$ cat src/rtl/jt49_env_sched.sv
// rtl/jt49_env_sched.sv - envelope period scheduler and restart sequencer for the JT49 envelope generator
// Decodes period/shape writes, divides cen by max(period,1) and stops one-shot shapes after 16 steps.
module jt49_env_sched (
  input  logic        clk,
  input  logic        rst_n,
  input  logic        cen,
  input  logic        wr,
  input  logic [3:0]  addr,
  input  logic [7:0]  din,
  output logic        eg_cen,
  output logic        eg_rst_n,
  output logic [3:0]  ctrl,
  output logic [15:0] period,
  output logic        active
);

  typedef enum logic [1:0] {
    ST_IDLE    = 2'd0,
    ST_RESTART = 2'd1,
    ST_RUN     = 2'd2
  } state_t;

  state_t      state_q, state_d;
  logic [15:0] cnt_q, cnt_d;
  logic [15:0] period_q, period_d;
  logic [4:0]  step_q, step_d;
  logic [3:0]  ctrl_q, ctrl_d;
  logic        eg_cen_q, eg_cen_d;
  logic        eg_rst_n_q, eg_rst_n_d;

  logic        shape_wr;
  logic [16:0] cnt_inc;
  logic [16:0] eff_period;
  logic        terminal;
  logic        one_shot;
  logic [4:0]  step_inc;

  // 17-bit compare so a period shrunk below the count fires at once instead of wrapping
  assign shape_wr   = wr && (addr == 4'hD);
  assign cnt_inc    = {1'b0, cnt_q} + 17'd1;
  assign eff_period = (period_q == 16'd0) ? 17'd1 : {1'b0, period_q};
  assign terminal   = (cnt_inc >= eff_period);
  assign one_shot   = !ctrl_q[3] || ctrl_q[0];
  assign step_inc   = (step_q == 5'd16) ? step_q : step_q + 5'd1;

  always_comb begin
    state_d    = state_q;
    cnt_d      = cnt_q;
    step_d     = step_q;
    period_d   = period_q;
    ctrl_d     = ctrl_q;
    eg_cen_d   = 1'b0;
    eg_rst_n_d = 1'b1;

    if (wr) begin
      case (addr)
        4'hB:    period_d[7:0]  = din;
        4'hC:    period_d[15:8] = din;
        4'hD:    ctrl_d         = din[3:0];
        default: ;
      endcase
    end

    // A shape write overrides everything, including a terminal count on the same cycle
    if (shape_wr) begin
      state_d    = ST_RESTART;
      cnt_d      = 16'd0;
      step_d     = 5'd0;
      eg_rst_n_d = 1'b0;
    end else begin
      case (state_q)
        ST_RESTART: begin
          state_d = ST_RUN;
          cnt_d   = 16'd0;
          step_d  = 5'd0;
        end
        ST_RUN: begin
          if (cen) begin
            if (terminal) begin
              cnt_d    = 16'd0;
              eg_cen_d = 1'b1;
              step_d   = step_inc;
              if (one_shot && (step_inc == 5'd16)) state_d = ST_IDLE;
            end else begin
              cnt_d = cnt_inc[15:0];
            end
          end
        end
        default: ;
      endcase
    end
  end

  always_ff @(posedge clk or negedge rst_n) begin
    if (!rst_n) begin
      state_q    <= ST_IDLE;
      cnt_q      <= 16'd0;
      step_q     <= 5'd0;
      period_q   <= 16'd0;
      ctrl_q     <= 4'd0;
      eg_cen_q   <= 1'b0;
      eg_rst_n_q <= 1'b0;
    end else begin
      state_q    <= state_d;
      cnt_q      <= cnt_d;
      step_q     <= step_d;
      period_q   <= period_d;
      ctrl_q     <= ctrl_d;
      eg_cen_q   <= eg_cen_d;
      eg_rst_n_q <= eg_rst_n_d;
    end
  end

  assign eg_cen   = eg_cen_q;
  assign eg_rst_n = eg_rst_n_q;
  assign ctrl     = ctrl_q;
  assign period   = period_q;
  assign active   = (state_q == ST_RUN);

endmodule
$ cat config.mk
export PLATFORM = sky130hd
export DESIGN_NAME = jt49_env_sched
export DESIGN_NICKNAME = d
export VERILOG_FILES = /design/src/rtl/jt49_env_sched.sv
export SDC_FILE = /design/constraint.sdc
export NUM_CORES = 1
export LEC_CHECK = 0
export BUFFER_PORTS_ARGS = -buffer_cell sky130_fd_sc_hd__buf_2
export CAP_MARGIN = 20
export CELL_PAD_IN_SITES_DETAIL_PLACEMENT = 1
export CELL_PAD_IN_SITES_GLOBAL_PLACEMENT = 2
export CORE_UTILIZATION = 36
export DETAILED_ROUTE_END_ITERATION = 7
export PLACE_DENSITY_LB_ADDON = 0.1
export SLEW_MARGIN = 40
export SYNTH_ARGS = -nofsm -noshare
export SYNTH_HDL_FRONTEND = slang
export SYNTH_SLANG_ARGS = --single-unit
export TNS_END_PERCENT = 100
$ cat constraint.sdc
create_clock -name clk -period 4.2 [get_ports clk]
set_input_delay 0.84 -clock clk [delete_from_list [all_inputs] [get_ports clk]]
set_output_delay 0.84 -clock clk [all_outputs]
set_load 0.05 [all_outputs]
==> run summary, run 1 <==
GPL Wtd Cong -> 0.7895
GRT overflow -> 0
Synthesized flop and latch total -> 45
Post-route setup slack -> 0.6258 ns
Setup TNS -> 0 ns
Flop-to-flop setup slack -> 0.63 ns
Routed len/inst -> 16.49 microns
Largest family of logic cells by synthesized area -> simple AND/OR/NAND/NOR gates
Critical path type -> flop to flop
Leakage power -> 1.531 nW
Critical Path AT -> 3.81 ns
Reg2reg start -> cnt_q[4]
CTS Root Cell -> clkbuf_8
Initial antenna violation count -> 0
Post-CTS setup buffers -> 0
Reg-to-reg endpoint -> step_q[2]
Logic pwr share -> 40.0%
Post-synth EDFFs -> 0
Cell Chain, Critical Path -> nand3_1, or3_1, nor2_1, xnor2_1, ha_1, and3_1, nand3_1, o31ai_4, buf_8, and2_0, a31o_1
Most common cell after layout, fill and taps aside -> dfrtp_1
Tcrit/Tclk final -> 85.10%
Area grow syn2layout -> 12.45%
Nature of the critical path endpoint -> flop
Most frequent cells in the layout -> dfrtp_1 (45), buf_2 (37), nand2_1 (33)
Tmin final -> 3.574 ns
Area of the multi-input gates -> 1523 sq um
CP delay by family, top -> simple AND/OR/NAND/NOR gates
Share of layout cells above drive strength 1 -> 21.39%
Final #Nets -> 366
Post-route DRC -> 0
Diode count -> 0
WHS -> 0.5174 ns
Tot Pwr -> 1.552 mW
CP max-delay cell -> o31ai_4
Status -> finished clean
Power density over the cells -> 486.9 nW/um^2
First-pass GRT wire length -> 12120 microns
Post-Synth XOR/XNOR Area -> 4.327%
Unique cell type count in the Yosys netlist -> 53
Post-Synth Adder-Cell Area -> 8.389%
Register area share after synthesis -> 39.74%
Buf/Inv on CP -> 1
Reg clk slew, reported paths -> 0.09 ns
Hold path startpoint -> ctrl[1]
Max Slew Vio Count -> 0
Complex-gate fraction of the synthesized area -> 15.36%
Iteration-0 DRC Markers -> 115
Synth Net Count -> 338
First drt pass iteration count -> 5
Maximum VDD drop -> 0.2766 mV
Dpl hpwl -> 5399 microns
Synth Area in Simple Gates -> 20.79%
Hold endpoint -> ctrl[1]
Die area -> 8231 sq um
Number of global-route vias before repair -> 2394
H-Tree Depth -> 2
GRT Util Overall -> 18.41%
Rel. slew slack -> 56.24%
Most frequent CP cell -> nand3_1
CTS resizes -> 0
Crit-path max FO -> 15
R2R depth -> 11
Hold Path Depth -> 1
CTS max path bufs -> 2
CTS tree -> yes
Register Area -> 1126 sq um
WL final -> 7109 microns
Final Skew -> 0.009853 ns
# Max-Cap Violations -> 0
Reg power frac -> 37.4%
Antenna Nets Post-Route -> 0
Die Ht -> 90.73 microns
Net Switching -> 0.6716 mW
Ys async rst share -> 100.0%
Initial core utilization -> 38.05%
Finish-stage setup viols -> 0
Via density -> 5.392
Final Hold Viols -> 0
Clock Sinks -> 45
Largest net degree at the start of global routing -> 46
Core Region -> 7447 sq um
Row count -> 31
Switching share of power -> 43.28%
Worst-Margin Slew -> 0.6564 ns
Synth Area per Inst -> 9.353 sq um
Critical Path Start Type -> flop
Input/output buffers -> 38
FILL cells -> 910
Cells after Synth -> 303
Ys Warns -> 0
Clk_lat worst skew -> 0.30 ns
# IOs -> 39
Worst Hold Class -> flop to flop
DR vias -> 2324
Hold-fix buffers, CTS -> 0
Int Pwr -> 0.8801 mW
Mapped Area -> 2834 sq um
Fmax -> 279.8 MHz
RSZ-0062 raised after global routing -> no
Mux cell area share after synthesis -> 4.768%
CP Data Required Time -> 4.43 ns
Dpl ws -> 0.6362 ns
Clock power frac -> 22.6%
Max incr delay on CP -> 0.64 ns
Top_reg_cell synth -> dfrtp_1
Cts bufs inserted -> 5
Die width -> 90.73 microns
## sequential cells by signal, indices dropped and copies added, names as in the netlist
register and cells:
eg_rst_n 1, period 16, state_q 2, eg_cen 1, cnt_q 16, ctrl 4, step_q 5
## through the flow
step | std cells | cell area, sq um | utilization (%)
after floorplan | 303 | 2834 | -
after global placement | 422 | 3047 | 40.91
after detailed placement | 423 | 3067 | 41.18
after CTS | 431 | 3187 | 42.79
after global routing | 431 | 3187 | 42.79
final | 431 | 3187 | 42.79
## power groups by stage
stage / clock network (mW) / registers, mW / logic (mW)
floorplan: 0 / 0.734 / 0.311
global placement: 0 / 0.585 / 0.626
detailed placement: 0 / 0.589 / 0.632
CTS: 0.363 / 0.580 / 0.635
global route: 0.377 / 0.592 / 0.684
finish: 0.351 / 0.580 / 0.621
## per-layer routing
layer | vias up | routed length [microns] | GRT usage (%)
li1 | 1130 | - | -
met1 | 1153 | 3585 | 26.14
met2 | 37 | 3219 | 29.17
met3 | 4 | 226 | 2.862
met4 | 0 | 77 | 4.435
met5 | - | 0 | 0
## Yosys cell counts, drive strengths merged, types with 2 or more instances
cell    count  share of area (%)
nand3      17                3.2
xor2        5                1.5
mux2       12                4.8
o31ai       5                1.8
buf        10                2.5
nand4       9                2.2
xnor2       9                2.8
or3         3               0.66
a22o        4                1.2
a211oi      3               0.79
a221o       6                2.1
a31oi       2               0.44
nor4        5                1.1
nor3        8                1.6
and2        4               0.88
o21ai      13                2.3
a211o       3               0.93
nand2      34                4.6
or2         3               0.66
inv        23                3.0
a21oi       5               0.88
o221a       2               0.79
dfrtp      45                 40
a21o        4                1.1
nor2       22                3.2
ha         19                8.4
nor2b       5                1.1
clkbuf      8                1.1
and3        2               0.44
## area by class of cell
type | instances | area share [%]
clock buffers | 6 | 2.591
clock inverters | 2 | 1.178
inverters | 23 | 2.709
multi-input cells | 217 | 47.78
flip-flops and latches | 45 | 35.34
well taps | 99 | 3.887
repair buffers | 39 | 6.517
## worst max-delay path by stage
| stage | startpoint | to | slack, ns | cells past startpoint |
|---|---|---|---|---|
| floorplan | cnt_q[7] | step_q[0] | 1.15 | 14 |
| global placement | cnt_q[2] | step_q[1] | 0.51 | 10 |
| detailed placement | cnt_q[2] | step_q[2] | 0.64 | 11 |
| CTS | cnt_q[2] | step_q[2] | 0.61 | 11 |
| global route | cnt_q[0] | step_q[0] | 0.36 | 13 |
| finish | cnt_q[4] | step_q[2] | 0.63 | 11 |
## cells by family (layout without fill, tap and decap cells)
family | Yosys count | in the layout
AND/OR/NAND/NOR | 116 | 116
AO/OA/AOI/OAI | 56 | 56
flip-flops | 45 | 45
buffers and inverters | 41 | 70
adder cells (fa/ha/maj) | 19 | 19
XOR/XNOR | 14 | 14
multiplexers | 12 | 12
No activity file was read; power rests on OpenSTA's default activity.
==> run 2: changes to the inputs <==
- RECOVER_POWER: default -> 50
- TNS_END_PERCENT: 100 -> default
==> run 2 against run 1 <==
  * Highest routed layer unchanged
  * Largest cell class unchanged
  * Core utilization down 0.084 points
  * Largest power group unchanged
  * Worst setup slack hardly changed
  * The run now ends with capacitance limit, slew limit left
  * Clock power is essentially flat
  * Design area fell by 0.20%
  * Count of clock-buffer cells in the layout did not move
==> run summary, run 2 (synthesis gave the netlist of run 1 again) <==
Status -> finished with violations
Violated checks -> capacitance limit, slew limit
H-Tree Depth -> 2 (unchanged)
Critical Path Start Type -> flop
Leakage power -> 1.520 nW (-0.73%)
Crit-path max FO -> 15 (unchanged)
Most frequent CP cell -> nand3_1
Non-Filler Instances -> 431 (unchanged)
RSZ-0062 raised after global routing -> no
Clk_lat worst skew -> 0.30 ns (about the same)
Most frequent cells in the layout -> dfrtp_1 (45), buf_2 (35), nand2_1 (33)
Tcrit/Tclk final -> 85.11% (about the same)
Post-CTS setup buffers -> 0 (unchanged)
Max incr delay on CP -> 0.64 ns (about the same)
CP Data Required Time -> 4.43 ns (about the same)
Rel. slew slack -> -69.44% (-130 points)
Dpl ws -> 0.6362 ns (unchanged)
Worst-Margin Slew -> 2.542 ns (+1.885 ns)
Final Skew -> 0.009853 ns (unchanged)
Dpl hpwl -> 5399 microns (unchanged)
GRT Util Overall -> 18.41% (unchanged)
Power density over the cells -> 487.7 nW/um^2 (+0.16%)
Post-route setup slack -> 0.6253 ns (-0.0004870 ns)
Final #Nets -> 366 (unchanged)
Post-route DRC -> 0 (unchanged)
Cell Chain, Critical Path -> nand3_1, or3_1, nor2_1, xnor2_1, ha_1, and3_1, nand3_1, o31ai_4, buf_8, and2_0, a31o_1
Routed len/inst -> 16.50 microns (about the same)
Critical Path AT -> 3.81 ns (about the same)
Buf/Inv on CP -> 1 (unchanged)
Core Region -> 7447 sq um (unchanged)
Via density -> 5.401 (+0.17%)
Diode count -> 0 (unchanged)
Largest net degree at the start of global routing -> 46 (unchanged)
Reg clk slew, reported paths -> 0.09 ns (about the same)
Iteration-0 DRC Markers -> 115 (unchanged)
Cts bufs inserted -> 5 (unchanged)
Die Ht -> 90.73 microns (unchanged)
CTS max path bufs -> 2 (unchanged)
WL final -> 7110 microns (about the same)
Clock Sinks -> 45 (unchanged)
Number of global-route vias before repair -> 2394 (unchanged)
# IOs -> 39 (unchanged)
Finish-stage setup viols -> 0 (unchanged)
WHS -> 0.5174 ns (unchanged)
Share of layout cells above drive strength 1 -> 20.18% (-1.2 points)
Die width -> 90.73 microns (unchanged)
Core Util, Final -> 42.71% (-0.084 points)
CP max-delay cell -> o31ai_4
First drt pass iteration count -> 5 (unchanged)
Initial core utilization -> 38.05% (unchanged)
Most common cell after layout, fill and taps aside -> dfrtp_1
Tmin final -> 3.575 ns (+0.0004870 ns)
CP delay by family, top -> simple AND/OR/NAND/NOR gates
First-pass GRT wire length -> 12120 microns (unchanged)
CTS tree -> yes
Maximum VDD drop -> 0.2766 mV (about the same)
CTS resizes -> 0 (unchanged)
Worst Hold Class -> flop to flop
Initial antenna violation count -> 0 (unchanged)
Fmax -> 279.7 MHz (about the same)
CTS Root Cell -> clkbuf_8
# Max-Cap Violations -> 1 (+1)
Area grow syn2layout -> 12.23%
Hold-fix buffers, CTS -> 0 (unchanged)
Row count -> 31 (unchanged)
Input/output buffers -> 38 (unchanged)
Setup TNS -> 0 ns (unchanged)
Placed Cells -> 423 (unchanged)
Max Slew Vio Count -> 46 (+46)
Critical path type -> flop to flop
DR vias -> 2328 (+0.17%)
Antenna Nets Post-Route -> 0 (unchanged)
Nature of the critical path endpoint -> flop
GRT overflow -> 0 (unchanged)
Die area -> 8231 sq um (unchanged)
Final Hold Viols -> 0 (unchanged)
GPL Wtd Cong -> 0.7895 (unchanged)
==> run 2: cell count changes in the layout (fill, tap and decap cells not counted), sizes merged <==
cell and delta:
buf -3, clkbuf +3
==> run 2: cell type report <==
class,count,area [sq um]
inverters,23,86.33
flip-flops and latches,45,1126
well taps,99,123.9
fillers,912,4267
multi-input cells,217,1523
repair buffers,39,201.4
clock inverters,2,37.54
clock buffers,6,82.58
==> run 2: through the flow <==
| stage | power (mW) | cell area, sq um |
|---|---|---|
| final | 1.551 | 3181 |
| after global routing | 1.653 | 3181 |
| after floorplan | 1.046 | 2834 |
| after global placement | 1.211 | 3047 |
| after CTS | 1.578 | 3187 |
| after detailed placement | 1.221 | 3067 |
==> run 2: where the power goes <==
part | leakage [nW] | total, mW | internal, mW | switching, mW
Combinational | 0.887 | 0.620 | 0.181 | 0.439
Clock | 0.0574 | 0.351 | 0.194 | 0.157
Sequential | 0.576 | 0.580 | 0.505 | 0.0754
==> run 2: worst paths after layout <==
| path | start | to | slack [ns] | cells after the start |
|---|---|---|---|---|
| min in group asynchronous | rst_n | cnt_q[13] | 1.32 | 1 |
| max | cnt_q[4] | step_q[2] | 0.63 | 11 |
| min | ctrl[1] | ctrl[1] | 0.52 | 1 |
| max in group asynchronous | rst_n | cnt_q[3] | 1.44 | 1 |
| min reg2reg | ctrl[1] | ctrl[1] | 0.52 | 1 |
| max reg2reg | cnt_q[4] | step_q[2] | 0.63 | 11 |
==> run 2: per-layer routing <==
| layer | share of wire (%) | track usage [%] | vias to the layer above |
|---|---|---|---|
| li1 | - | - | 1130 |
| met2 | 45 | 29.17 | 37 |
| met3 | 2.8 | 2.862 | 4 |
| met5 | 0 | 0 | - |
| met1 | 51 | 26.14 | 1157 |
| met4 | 1.1 | 4.435 | 0 |
